<file path="config.mk">
export PLATFORM = sky130hd
export DESIGN_NAME = if_prefetch
export DESIGN_NICKNAME = d
export VERILOG_FILES = /design/src/rtl/if_prefetch.sv
export SDC_FILE = /design/constraint.sdc
export NUM_CORES = 1
export LEC_CHECK = 0
export CAP_MARGIN = 0
export CORE_ASPECT_RATIO = 1.4
export CORE_MARGIN = 2
export CORE_UTILIZATION = 50
export CTS_CLUSTER_SIZE = 20
export DETAILED_ROUTE_END_ITERATION = 10
export GPL_ROUTABILITY_DRIVEN = 0
export HOLD_SLACK_MARGIN = 0.15
export PLACE_DENSITY = 0.83
export SYNTH_ARGS = -nofsm -noshare
export SYNTH_HDL_FRONTEND = slang
export SYNTH_SLANG_ARGS = --single-unit
</file>
<file path="constraint.sdc">
create_clock -name clk -period 5.4 [get_ports clk]
set_clock_uncertainty 0.05 [all_clocks]
set_input_delay 1.35 -clock clk [delete_from_list [all_inputs] [get_ports clk]]
set_output_delay 1.35 -clock clk [all_outputs]
set_load 0.01 [all_outputs]
</file>
<file path="src/rtl/if_prefetch.sv">
// Instruction-fetch stage: generates the fetch PC, drives a synchronous ROM and
// buffers returned instructions in a small circular queue in front of decode.
module if_prefetch #(
    parameter int              PC_W     = 32,
    parameter int              INST_W   = 32,
    parameter int              DEPTH    = 2,
    parameter logic [PC_W-1:0] RESET_PC = '0
) (
    input  logic              clk,
    input  logic              rst,
    input  logic              excpt,
    input  logic [PC_W-1:0]   ejpc,
    input  logic              jCe,
    input  logic [PC_W-1:0]   jAddr,
    output logic              ce,
    output logic [PC_W-1:0]   pc,
    input  logic [INST_W-1:0] rom_data,
    output logic              id_valid,
    output logic [INST_W-1:0] id_inst,
    output logic [PC_W-1:0]   id_pc,
    input  logic              id_ready
);

    localparam int AW = $clog2(DEPTH);
    localparam int CW = AW + 1;
    localparam logic [CW-1:0] FULL = CW'(DEPTH);

    logic [PC_W-1:0]   q_pc   [DEPTH];
    logic [INST_W-1:0] q_inst [DEPTH];

    logic [AW-1:0]   rd_ptr;
    logic [AW-1:0]   wr_ptr;
    logic [CW-1:0]   count;
    logic [CW-1:0]   occupancy;
    logic            inflight;
    logic [PC_W-1:0] inflight_pc;

    logic            accept;
    logic            redirect;
    logic [PC_W-1:0] redirect_pc;
    logic            push;
    logic            pop;

    // An in-flight request reserves a slot, so the queue can never overflow.
    assign occupancy   = count + CW'(inflight);
    assign ce          = !rst && (occupancy < FULL);
    assign accept      = ce;

    assign redirect    = excpt || jCe;
    assign redirect_pc = excpt ? ejpc : jAddr;

    // A redirect discards returning data and overrides any pop at the same edge.
    assign push        = inflight && !redirect;
    assign pop         = id_valid && id_ready && !redirect;

    assign id_valid    = (count != '0);
    assign id_pc       = q_pc[rd_ptr];
    assign id_inst     = q_inst[rd_ptr];

    always_ff @(posedge clk or posedge rst) begin
        if (rst) begin
            pc <= RESET_PC;
        end else if (redirect) begin
            pc <= redirect_pc;
        end else if (accept) begin
            pc <= pc + PC_W'(4);
        end
    end

    always_ff @(posedge clk or posedge rst) begin
        if (rst) begin
            inflight    <= 1'b0;
            inflight_pc <= RESET_PC;
        end else begin
            inflight <= accept && !redirect;
            if (accept) begin
                inflight_pc <= pc;
            end
        end
    end

    always_ff @(posedge clk or posedge rst) begin
        if (rst) begin
            rd_ptr <= '0;
            wr_ptr <= '0;
            count  <= '0;
        end else if (redirect) begin
            rd_ptr <= '0;
            wr_ptr <= '0;
            count  <= '0;
        end else begin
            if (push) begin
                wr_ptr <= wr_ptr + AW'(1);
            end
            if (pop) begin
                rd_ptr <= rd_ptr + AW'(1);
            end
            case ({push, pop})
                2'b10:   count <= count + CW'(1);
                2'b01:   count <= count - CW'(1);
                default: count <= count;
            endcase
        end
    end

    // Payload storage needs no reset; count gates its visibility.
    always_ff @(posedge clk) begin
        if (push) begin
            q_pc[wr_ptr]   <= inflight_pc;
            q_inst[wr_ptr] <= rom_data;
        end
    end

endmodule
</file>
# After elaboration in Yosys (flattened, before gate mapping)
# Memories as Yosys holds them, arrays and structs flattened.
# Index checks and enable logic that the tools add are counted.
# word_totals
reg_bits	69
ramBits	128
inputBits	101
n_memories	2
# memory_table
memory	words	width	rd	rd_ports_with_merged_regs	wr	line_no	source
q_inst	2	32	1	0	1	29	logic [INST_W-1:0] q_inst [DEPTH];
q_pc	2	32	1	0	1	28	logic [PC_W-1:0] q_pc [DEPTH];
# classes
addsub	6
magnitude_cmp	1
n_eq_ne	2
n_mux	11
reduce_logical	13
# ops
op	count
32-bit two-way mux	3
32-bit by 3-bit adder with 32-bit output, second input constant	1
2-bit nonzero test	4
1-bit two-way mux	6
1-bit logical AND	5
2-bit one-hot mux with 2 select lines	1
3-bit nonzero test	1
1-bit adder, second input constant	2
2-bit by 1-bit adder with 2-bit output	1
2-bit by 1-bit adder with 2-bit output, second input constant	1
2-bit by 1-bit == test with 1-bit output, second input constant	1
2-bit == test, second input constant	1
1-bit logical NOT	2
2-bit less-than comparator, second input constant	1
2-bit two-way mux	1
2-bit by 1-bit subtractor with 2-bit output, second input constant	1
1-bit logical OR	1

# Logic depth before layout (Yosys ltp)
# Gate-level depths: netlist of run 1.
# logic_depth
word_depth	6
depth_mapped	8
depth_no_buf	6

# Worst setup path before layout of run 1
# No wires, ideal clock.
# synth_path
path_kind	input to register
from	input excpt
to	memory q_inst[0][0] (enable)
arrival_ns	4.966
slack_ns	-0.102
path_stages	5
n_path_buf	2
path_cell_list	nor2_1 -> clkbuf_1 -> buf_1 -> nand2_1 -> nor2_1
# synth_via
elab_chain_len	5
# synth_rtl
element	line_no	source
start: declaration	11	input logic excpt,
1-bit logical OR	49	assign redirect = excpt || jCe;
1-bit logical NOT	53	assign push = inflight && !redirect;
1-bit logical AND	53	
1-bit two-way mux	108	if (push) begin
1-bit two-way mux (implied by the code)	110	q_inst[wr_ptr] <= rom_data;
end: declaration	29	
# No other way between the ends.

# Worst setup path in the final report of run 1
# layout_path
from	input rst
to	output ce
# layout_via
elab_chain_len	2
# layout_rtl
element	line_no	source
start: declaration	10	input logic rst,
1-bit logical NOT (no source line)	--	
1-bit logical AND	46	assign ce = !rst && (occupancy < FULL);
end: declaration	15	output logic ce,
# No other way between the ends.

==> summary.log, run 1 <==
[placement] Detail Placement HPWL 13,010 um
[timing] Max Freq 230.2 MHz
[timing] fin crit share 0.8044
[finish] Antenna Diode Count 0
[yosys] synthesized area divided by synthesized cell count 13.14 um2
[drt] number of iterations in the first detailed-routing pass 7
[worst_setup_path] Worst Path Arrival 2.94 ns
[worst_setup_path] maximum net fanout on the critical path 5
[yosys] cell type contributing the most total cell area after synthesis sky130_fd_sc_hd__edfxtp_1
[drt] DRC Markers 0
[worst_setup_path] CP Data Required Time 4.00 ns
[grt] vias in the first global route 5,732
[yosys] sequential fraction of the synthesis area 0.6645
[drt] final WL 18,900 um
[clock_network] cell chosen for the clock root sky130_fd_sc_hd__clkbuf_16
[finish] Final Instance Area 11,140 um2
[drt] antenna-violating nets left 0
[min_path] Min-Delay Path Class reg2reg
[yosys] Synth Flop Type sky130_fd_sc_hd__edfxtp_1
[finish] post-layout net count 934
[clock_network] Inserted Clock Buffers 17
[floorplanning] core outline area 16,610 um2
[worst_setup_path] start-to-end type of the worst setup path in2out
[timing] pin slew with the least headroom to its limit 0.9347 ns
[clock_network] post_cts resized 0
[yosys] Yosys top cell area share 0.4585
[timing] final hold slack 0.4225 ns
[placement] dpl cell area 10,580 um2
[worst_setup_path] master of the slowest instance on the critical path sky130_fd_sc_hd__clkdlybuf4s50_1
[yosys] leading cell types by total area after synthesis sky130_fd_sc_hd__edfxtp_1 46%, sky130_fd_sc_hd__dfrtp_1 21%, sky130_fd_sc_hd__mux2_2 8.7%, sky130_fd_sc_hd__nand2_1 6.0%, sky130_fd_sc_hd__xnor2_1 1.6%
[floorplanning] Die W 113.4 um
[worst_setup_path] startpoint type of the worst setup path input port
[timing] Final Setup Violations 0
[drt] Routed WL per cell 18.03 um
[outcome] run status completed
[yosys] number of nets produced by synthesis 740
[timing] number of pins with negative max-slew slack in the final report 0
[run] max-cap violation count 0
[drt] vias per inst 5.460
[clock_network] clock insertion delay at the later pin of the skew report 0.42 ns
[yosys] Post-Synthesis Cells 638
[worst_setup_path] most repeated library cell on the critical path sky130_fd_sc_hd__clkdlybuf4s50_1
[clock_network] Post-CTS Setup Repair Bufs 0
[yosys] cell area after technology mapping 8383 um2
[drt] violation count after the first detailed-route iteration 505
[clock_network] CTS sink count 197
[worst_setup_path] Largest delay share family, worst path buffers and inverters
[yosys] post-synthesis cell type count 61
[finish] final core utilization 0.6709
[yosys] async set or reset register ratio after synthesis 0.3503
[timing] time the final worst path needs with I/O delays and setup 4.344 ns
[worst_setup_path] CP Capture Type output pin
[worst_setup_path] maximum cell stage delay along the critical path 0.53 ns
[finish] area delta synth->final 32.90%
[clock_network] hold bufs inserted after CTS 0
[floorplanning] std cell rows 56
[yosys] flops & latches, synth 197
[timing] hold violation total from the final report 0
[worst_setup_path] internal reg-to-reg setup slack 2.89 ns
[clock_network] Reg clk slew, reported paths 0.08 ns
[pwr] ratio of total power to cell area 296.3 nW/um2
[yosys] number of enable flip-flop cells after synthesis 128
[grt] initial antenna violation count 0
[finish] fraction of final layout cells with drive strength greater than 1 0.1503
[floorplanning] Die Y 157.2 um
[floorplanning] I/O pins 199
[pwr] leakage component of the power 4.125 nW
[timing] RSZ-0062 raised after global routing false
[clock_network] clock tree from TritonCTS yes
[floorplanning] die outline area 17,830 um2
[pwr] peak ir drop on the vdd network 0.1573 mV
[timing] setup TNS 0 ns
[worst_setup_path] count of buffer and inverter cells on the critical path 3
[clock_network] number of H-tree levels 4
[grt] combined global-route utilization of all metal layers 0.2127
[grt] maximum number of pins on one net before global-route repair 52
[timing] Slew HR 0.3760
[drt] Via Count 5,722
[grt] wire length of the first global-routing pass 29,650 um
[placement] count of input and output buffers 198
[worst_setup_path] series of cell instances along the critical path clkdlybuf4s50_1, and4b_1, nor2_4, inv_2, clkdlybuf4s50_1
[grt] remaining global-route overflow 0
[clock_network] Max Buffers Root-to-Sink 2
[floorplanning] Starting Density 0.5048
[yosys] Warnings, synthesis 0
per-stage QoR:
| step | setup WS, ns | total power (W) | std cells |
|---|---|---|---|
| 6_report | 1.056 | 0.003301 | 1048 |
| 3_3_place_gp | 1.117 | 0.002121 | 1016 |
| 2_1_floorplan | 0.9585 | 0.001927 | 638 |
| 4_1_cts | 1.069 | 0.003330 | 1048 |
| 3_5_place_dp | 1.083 | 0.002135 | 1016 |
| 5_1_grt | 1.005 | 0.003425 | 1048 |
registers in the layout (all words and copies together) (netlist names):
name,cells
inflight,1
inflight_pc,32
q_inst,64
wr_ptr,1
q_pc,64
count,2
pc,32
rd_ptr,1
layer usage:
metal | global-route usage | up-vias | share of wire | wire length, um
met5 | 0 | - | 0 | 0
met4 | 0.08420 | 0 | 0.021 | 391
met3 | 0.04005 | 29 | 0.063 | 1181
met2 | 0.3695 | 232 | 0.52 | 9756
met1 | 0.2629 | 2743 | 0.40 | 7566
li1 | - | 2718 | - | -
cell families after synthesis:
| group | count (synthesis) | synth area share |
|---|---|---|
| mux | 76 | 0.1004 |
| flops | 197 | 0.6645 |
| compound gates | 83 | 0.06806 |
| simple gates | 217 | 0.1212 |
| buf+inv | 42 | 0.02134 |
| fa+ha+maj | 1 | 0.001492 |
| xor+xnor | 22 | 0.02299 |
path summary, 6_finish.rpt:
| kind | cells past startpoint | to | from |
|---|---|---|---|
| worst max-delay path | 5 | ce | rst |
| worst min-delay path | 0 | q_pc[0][26]$_DFFE_PP_ | inflight_pc[26]$_DFFE_PP0P_ |
| worst max register to register | 5 | pc[30]$_DFFE_PP0P_ | pc[5]$_DFFE_PP0P_ |
| worst min register to register | 0 | q_pc[0][26]$_DFFE_PP_ | inflight_pc[26]$_DFFE_PP0P_ |
| max in group asynchronous | 3 | inflight_pc[18]$_DFFE_PP0P_ | rst |
| min in group asynchronous | 2 | inflight_pc[23]$_DFFE_PP0P_ | rst |
report_power, final:
group | switching, W | total [W] | internal, W
logic | 0.000153 | 0.000339 | 0.000186
registers | 0.0000827 | 0.00177 | 0.00168
clock network | 0.000583 | 0.00120 | 0.000612
total | 0.000819 | 0.00330 | 0.00248
layout make-up:
class	count	area [um2]
Fill cell	1195	5465
Inverter	9	33.78
Multi-Input combinational cell	399	2653
Timing Repair Buffer	208	2064
Clock buffer	17	425.4
Clock inverter	15	138.9
Tap cell	203	254.0
Sequential cell	197	5572
Yosys cell counts (2+ instances only):
library cell / count
sky130_fd_sc_hd__nand3_1: 13
sky130_fd_sc_hd__nor2b_1: 10
sky130_fd_sc_hd__buf_1: 4
sky130_fd_sc_hd__nor4_4: 2
sky130_fd_sc_hd__nor2_1: 20
sky130_fd_sc_hd__o221ai_1: 3
sky130_fd_sc_hd__xor2_1: 7
sky130_fd_sc_hd__and3_1: 6
sky130_fd_sc_hd__nand4_1: 8
sky130_fd_sc_hd__nor3_1: 5
sky130_fd_sc_hd__a31o_2: 2
sky130_fd_sc_hd__edfxtp_1: 128
sky130_fd_sc_hd__o2bb2ai_1: 3
sky130_fd_sc_hd__o21ai_1: 4
sky130_fd_sc_hd__mux2_2: 65
sky130_fd_sc_hd__a31oi_1: 3
sky130_fd_sc_hd__o31ai_1: 2
sky130_fd_sc_hd__o32ai_1: 2
sky130_fd_sc_hd__xnor2_1: 15
sky130_fd_sc_hd__mux2i_1: 11
sky130_fd_sc_hd__a211oi_1: 11
sky130_fd_sc_hd__o21ai_0: 19
sky130_fd_sc_hd__a21oi_1: 15
sky130_fd_sc_hd__and4_1: 2
sky130_fd_sc_hd__inv_1: 8
sky130_fd_sc_hd__buf_2: 8
sky130_fd_sc_hd__nand2_1: 134
sky130_fd_sc_hd__or3_1: 2
sky130_fd_sc_hd__o2111ai_1: 2
sky130_fd_sc_hd__a21o_1: 2
sky130_fd_sc_hd__a211o_1: 3
sky130_fd_sc_hd__clkbuf_1: 19
sky130_fd_sc_hd__and2_1: 2
sky130_fd_sc_hd__dfrtp_1: 69
sky130_fd_sc_hd__or2_2: 2
sky130_fd_sc_hd__nor4_1: 2
cell usage in the layout (no fill, tap or decap), types with 10 or more instances in the layout:
master,instances
sky130_fd_sc_hd__edfxtp_1,128
sky130_fd_sc_hd__nand2_1,134
sky130_fd_sc_hd__nor2_1,17
sky130_fd_sc_hd__a21oi_1,15
sky130_fd_sc_hd__dfrtp_1,68
sky130_fd_sc_hd__nor2b_1,10
sky130_fd_sc_hd__xnor2_1,15
sky130_fd_sc_hd__o21ai_0,19
sky130_fd_sc_hd__nand3_1,13
sky130_fd_sc_hd__clkbuf_16,17
sky130_fd_sc_hd__a211oi_1,11
sky130_fd_sc_hd__clkdlybuf4s50_1,197
sky130_fd_sc_hd__mux2_2,65
sky130_fd_sc_hd__mux2i_1,11
(Power assumes the default switching activity.)
==> run 2, diff against run 1 <==
==> constraint.sdc (replaced) <==
create_clock -name clk -period 4.1 [get_ports clk]
set_clock_uncertainty 0.05 [all_clocks]
set_input_delay 1.025 -clock clk [delete_from_list [all_inputs] [get_ports clk]]
set_output_delay 1.025 -clock clk [all_outputs]
set_load 0.01 [all_outputs]
==> summary.log, run 2 (synthesis gave the netlist of run 1 again) <==
[outcome] run status completed
[finish] largest registers q_inst (64), q_pc (64)
[worst_setup_path] Critical R2R Capture pc[30]$_DFFE_PP0P_
[drt] antenna-violating nets left 0 [unchanged]
[clock_network] clock tree from TritonCTS yes
[pwr] peak ir drop on the vdd network 0.2980 mV [+90%]
[timing] final hold slack 0.4239 ns [+0.001338 ns]
[finish] post-layout net count 935 [+0.11%]
[timing] number of pins with negative max-slew slack in the final report 0 [unchanged]
[worst_setup_path] Worst Path Arrival 2.59 ns [-0.35 ns]
[finish] Antenna Diode Count 0 [unchanged]
[clock_network] number of H-tree levels 4 [unchanged]
[placement] post-place setup slack 0.4462 ns [-0.6366 ns]
[timing] Max Freq 272.9 MHz
[worst_setup_path] startpoint type of the worst setup path input port
[drt] DRC Markers 0 [unchanged]
[finish] layout filler cell count 1,225 [+2.5%]
[placement] Detail Placement HPWL 13,110 um [+0.74%]
[clock_network] cell chosen for the clock root sky130_fd_sc_hd__clkbuf_16
[worst_setup_path] internal reg-to-reg setup slack 1.59 ns [-1.30 ns]
[drt] Routed WL per cell 17.91 um [-0.67%]
[clock_network] Reg clk slew, reported paths 0.07 ns [about the same]
[worst_setup_path] CP Capture Type output pin
[timing] RSZ-0062 raised after global routing false
[grt] vias in the first global route 5,621 [-1.9%]
[clock_network] hold bufs inserted after CTS 0 [unchanged]
[run] max-cap violation count 0 [unchanged]
[worst_setup_path] start-to-end type of the worst setup path in2out
[grt] wire length of the first global-routing pass 28,860 um [-2.7%]
[clock_network] post_cts resized 0 [unchanged]
[finish] Reg area 5572 um2 [unchanged]
[finish] area delta synth->final 33.63%
[timing] setup TNS 0 ns [unchanged]
[drt] final WL 18,790 um [-0.57%]
[timing] fin crit share 0.8937
[pwr] ratio of total power to cell area 390.0 nW/um2 [+32%]
[floorplanning] Starting Density 0.5048 [unchanged]
[grt] remaining global-route overflow 0 [unchanged]
[finish] fraction of final layout cells with drive strength greater than 1 0.1489 [-0.001360]
[clock_network] Post-CTS Setup Repair Bufs 0 [unchanged]
[timing] Final Setup Violations 0 [unchanged]
[placement] count of input and output buffers 198 [unchanged]
[clock_network] clock insertion delay at the later pin of the skew report 0.42 ns [about the same]
[worst_setup_path] CP Data Required Time 3.02 ns [-0.98 ns]
[finish] most used cells in the layout excluding fill and tap cells 197 x sky130_fd_sc_hd__clkdlybuf4s50_1, 134 x sky130_fd_sc_hd__nand2_1, 128 x sky130_fd_sc_hd__edfxtp_1
[floorplanning] std cell rows 56 [unchanged]
[floorplanning] Die Y 157.2 um [unchanged]
[drt] number of iterations in the first detailed-routing pass 5 [-2]
[timing] Slew HR 0.3667 [-0.009306]
[grt] initial antenna violation count 0 [unchanged]
[floorplanning] core outline area 16,610 um2 [unchanged]
[drt] violation count after the first detailed-route iteration 544 [+7.7%]
[grt] combined global-route utilization of all metal layers 0.2087 [-0.003990]
[timing] pin slew with the least headroom to its limit 0.9500 ns [+0.01532 ns]
[floorplanning] die outline area 17,830 um2 [unchanged]
[grt] maximum number of pins on one net before global-route repair 65 [+25%]
[worst_setup_path] worst reg2reg path depth 5 [unchanged]
[timing] final critical-path setup slack 0.4357 ns [-0.6205 ns]
[timing] hold violation total from the final report 0 [unchanged]
[drt] vias per inst 5.526 [+1.2%]
[clock_network] Max Buffers Root-to-Sink 2 [unchanged]
[finish] final instance count without filler cells 1,049 [+0.095%]
[drt] Via Count 5,797 [+1.3%]
[clock_network] Inserted Clock Buffers 17 [unchanged]
[worst_setup_path] maximum net fanout on the critical path 5 [unchanged]
[pwr] leakage component of the power 4.145 nW [+0.49%]
[worst_setup_path] start point of the critical path rst
[finish] area taken by multi-input logic gates 2653 um2 [unchanged]
[worst_setup_path] timing endpoint of the critical path ce
[timing] time the final worst path needs with I/O delays and setup 3.664 ns
[worst_setup_path] r2r startpoint pc[4]$_DFFE_PP0P_
[floorplanning] I/O pins 199 [unchanged]
[clock_network] CTS sink count 197 [unchanged]
[placement] number of placed instances with taps included 1,017 [+0.098%]
[floorplanning] Die W 113.4 um [unchanged]
[min_path] Min-Delay Path Class reg2reg
[finish] most frequent standard cell in the layout excluding fill and tap cells sky130_fd_sc_hd__clkdlybuf4s50_1
-- run 2: layout make-up --
type	instances	area share
Sequential cell	197	0.4974
Tap cell	203	0.02267
Inverter	9	0.003016
Clock inverter	15	0.01273
Timing Repair Buffer	209	0.1894
Multi-Input combinational cell	399	0.2368
Clock buffer	17	0.03798
-- run 2: routing by layer --
layer / vias to the layer above / track usage / routed length (um)
met1: 2784 / 0.2471 / 7154
met4: 0 / 0.1144 / 891
met5: - / 0 / 0
met2: 244 / 0.3599 / 9745
met3: 51 / 0.03812 / 998
li1: 2718 / - / -
-- run 2: report_power, final --
group,switching [W],internal [W],total [W]
clock,0.000742,0.000854,0.00160
sequential,0.000110,0.00222,0.00233
combinational,0.000198,0.000246,0.000444
-- run 2: critical path: stages --
cell                              delay (ns)
sky130_fd_sc_hd__clkdlybuf4s50_1        0.49
sky130_fd_sc_hd__and4b_1                0.41
sky130_fd_sc_hd__nor2_4                 0.06
sky130_fd_sc_hd__inv_2                  0.07
sky130_fd_sc_hd__clkdlybuf4s50_1        0.53
-- run 2: per-stage QoR --
| step | cell area [um2] | power [W] | utilization |
|---|---|---|---|
| after global placement | 10630 | 0.002794 | 0.6404 |
| after CTS | 11200 | 0.004398 | 0.6746 |
| after detailed placement | 10630 | 0.002811 | 0.6404 |
| after global routing | 11200 | 0.004523 | 0.6746 |
| after floorplan | 8391 | 0.002538 | - |
| final | 11200 | 0.004369 | 0.6746 |
-- run 2: worst min-delay path by stage --
stage / start / endpoint / slack [ns] / cells past startpoint
after floorplan: inflight_pc[0]$_DFFE_PP0P_ / q_pc[0][0]$_DFFE_PP_ / 0.39 / 0
after global placement: inflight_pc[18]$_DFFE_PP0P_ / q_pc[1][18]$_DFFE_PP_ / 0.40 / 0
after global routing: inflight_pc[3]$_DFFE_PP0P_ / q_pc[1][3]$_DFFE_PP_ / 0.43 / 0
final: inflight_pc[18]$_DFFE_PP0P_ / q_pc[0][18]$_DFFE_PP_ / 0.42 / 0
after CTS: inflight_pc[3]$_DFFE_PP0P_ / q_pc[1][3]$_DFFE_PP_ / 0.42 / 0
after detailed placement: inflight_pc[3]$_DFFE_PP0P_ / q_pc[0][3]$_DFFE_PP_ / 0.41 / 0
==> variant (flow settings as in run 2) <==
Change the parameter `INST_W` from 32 to 16.
--- a/src/rtl/if_prefetch.sv
+++ b/src/rtl/if_prefetch.sv
@@ -4,3 +4,3 @@
     parameter int              PC_W     = 32,
-    parameter int              INST_W   = 32,
+    parameter int              INST_W   = 16,
     parameter int              DEPTH    = 2,
Interface: changed (resized id_inst and rom_data); port bits go from 199 to 167. No check against the original RTL was run, so the function may have changed too.
==> variant against run 2 <==
- wire length down 10%
- area after synthesis shrank 15%
- global-route usage increased by 1.6 points
- critical path depth stayed put
- final area is 14% lower
- cell count down 15%
- highest routed layer unchanged
- worst setup slack better by 45 ps
- synthesized cell count fell by 17%
- sequential share of layout area is 1.7 points lower
- sequential cell count decreased by 32
- total power fell by 11%
==> variant: results (changes against run 2) <==
Status
  • Outcome: finished, final reports clean

CTS
  • CTS clk-pin slew, worst paths: 60 ps
  • CTS root buffer: clkbuf_16
  • Total CTS buffers: 17 (unchanged)
  • Resized cells post-CTS: 0 (unchanged)
  • Post-CTS Setup Inserts: 0 (unchanged)
  • Clk_lat worst skew: 410 ps
  • CTS H-tree lvls: 4 (unchanged)
  • Max clock buf depth: 2 (unchanged)

Logic synthesis
  • Netlist cell types: 56 (-8.2%)
  • Fraction of registers with async set/reset: 0.418 (+0.0679)
  • EDFF count, synth: 96 (-25%)
  • Post-Syn Nets: 616 (-17%)
  • Commonest cells post-synth: 96 x edfxtp_1, 74 x mux2_2, 69 x dfrtp_1, 44 x nand2_1, 27 x o21ai_0
  • Sequential fraction of the synthesis area: 0.643 (-0.0213)
  • Top cells by area, synth: edfxtp_1 40%, dfrtp_1 24%, mux2_2 12%
  • YS warnings: 0 (unchanged)

Global route
  • Largest net degree at the start of global routing: 70 (+7.7%)
  • First-pass GRT wire length: 27.0 mm (-6.6%)
  • Vias in the first global route: 5197 (-7.5%)
  • Initial antenna violation count: 0 (unchanged)
  • Total global-route track usage: 0.225 (+0.0163)

Critical path
  • Cell family with most CP delay: buffers and inverters
  • Crit-path slowest cell: clkdlybuf4s50_1
  • Worst Path Arrival: 2540 ps (-50 ps)
  • Critical Path Fanout Max: 5 (unchanged)
  • Critical Path Max Stage Delay: 540 ps
  • Worst R2R Path Depth: 5 (unchanged)

Layout
  • NumNets Final: 783 (-16%)
  • Fill count: 959 (-22%)
  • Max reg flops: 64
  • Share of cells above drive strength 1: 0.183 (+0.0342)
  • Most flops, register: q_pc
  • Antenna cells: 0 (unchanged)

Drt
  • Vias per Instance: 5.70 (+3.2%)
  • Pre-Repair DR Iteration Count: 5 (unchanged)
  • Wire per inst: 18.8 microns (+5.1%)
  • Starting DRT DRC Count: 319 (-41%)

Placed design
  • Detail Placement HPWL: 11.5 mm (-13%)
  • Port Buf Inserts: 166 (-16%)

Hold path
  • Hold path depth: 0 (unchanged)
  • Worst Hold Class: reg2reg

Power and ir drop
  • Leakage: 3.48 nW (-16%)
  • Pint: 2.97 mW (-11%)
  • Maximum VDD drop: 0.257 mV (-14%)

STA
  • Slew HR: 0.207 (-0.159)
## variant: changes by cell type in the layout (fill, tap and decap cells not counted), moves of 4 or more
cell / before / now
nand2_1: 134 / 44
xor2_1: 7 / 3
edfxtp_1: 128 / 96
nor2_1: 17 / 13
buf_12: 5 / 1
o21ai_0: 19 / 27
xnor2_1: 15 / 21
and3_1: 5 / 9
nor4_1: 2 / 8
clkdlybuf4s50_1: 197 / 165
mux2_2: 65 / 74
buf_4: 6 / 11
## variant: worst reg2reg max path, stage by stage (launching register included)
cell and delay, ps:
dfrtp_1 510, nand4_2 200, or4_4 650, or4b_4 580
o2bb2ai_1 150, a21o_1 190
## variant: stage by stage
| step | hold slack [ps] | setup slack (ps) | cell area [sq um] | instances |
|---|---|---|---|---|
| floorplan | 387 | 358 | 7170 | 530 |
| global placement | 396 | 498 | 9050 | 863 |
| detailed placement | 402 | 484 | 9050 | 863 |
| CTS | 416 | 475 | 9610 | 895 |
| global route | 423 | 445 | 9610 | 895 |
| finish | 414 | 480 | 9610 | 895 |
## variant: logic make-up (layout without fill, tap and decap cells)
group | after synthesis | count (layout) | share of synthesized area
flip-flops | 165 | 165 | 0.643
AND/OR/NAND/NOR | 136 | 136 | 0.101
multiplexers | 84 | 84 | 0.130
AO/OA/AOI/OAI | 78 | 78 | 0.0709
buffers and inverters | 42 | 222 | 0.0232
XOR/XNOR | 24 | 24 | 0.0293
adder cells (fa/ha/maj) | 1 | 1 | 0.00175
## variant: path summary, 6_finish.rpt
| path | from | end | slack [ps] |
|---|---|---|---|
| worst min-delay path | inflight_pc[6]$_DFFE_PP0P_ | q_pc[1][6]$_DFFE_PP_ | 410 |
| worst min register to register | inflight_pc[6]$_DFFE_PP0P_ | q_pc[1][6]$_DFFE_PP_ | 410 |
| min in group asynchronous | rst | pc[20]$_DFFE_PP0P_ | 1270 |
| worst max-delay path | rst | ce | 480 |
| max in group asynchronous | rst | rd_ptr$_DFFE_PP0P_ | 2120 |
| worst max register to register | pc[5]$_DFFE_PP0P_ | pc[27]$_DFFE_PP0P_ | 1650 |
## variant: cell type report
cell class,instances,share of cell area
clock inverter,11,0.0107
tap,185,0.0241
multi-input combinational,323,0.251
inverter,12,0.00469
sequential,165,0.480
clock buffer,21,0.0469
timing repair buffer,178,0.183
## variant: power groups by stage
stage,sequential [mW],clock (mW),combinational (mW)
floorplan,1.98,0,0.195
global placement,1.99,0,0.411
detailed placement,2.01,0,0.426
CTS,1.97,1.49,0.430
global route,1.99,1.57,0.461
finish,1.98,1.48,0.429
## variant: metal layers
metal	routed length, microns	track usage
met2	8780	0.390
met5	0	0
met4	501	0.101
met3	1200	0.0519
met1	6370	0.265
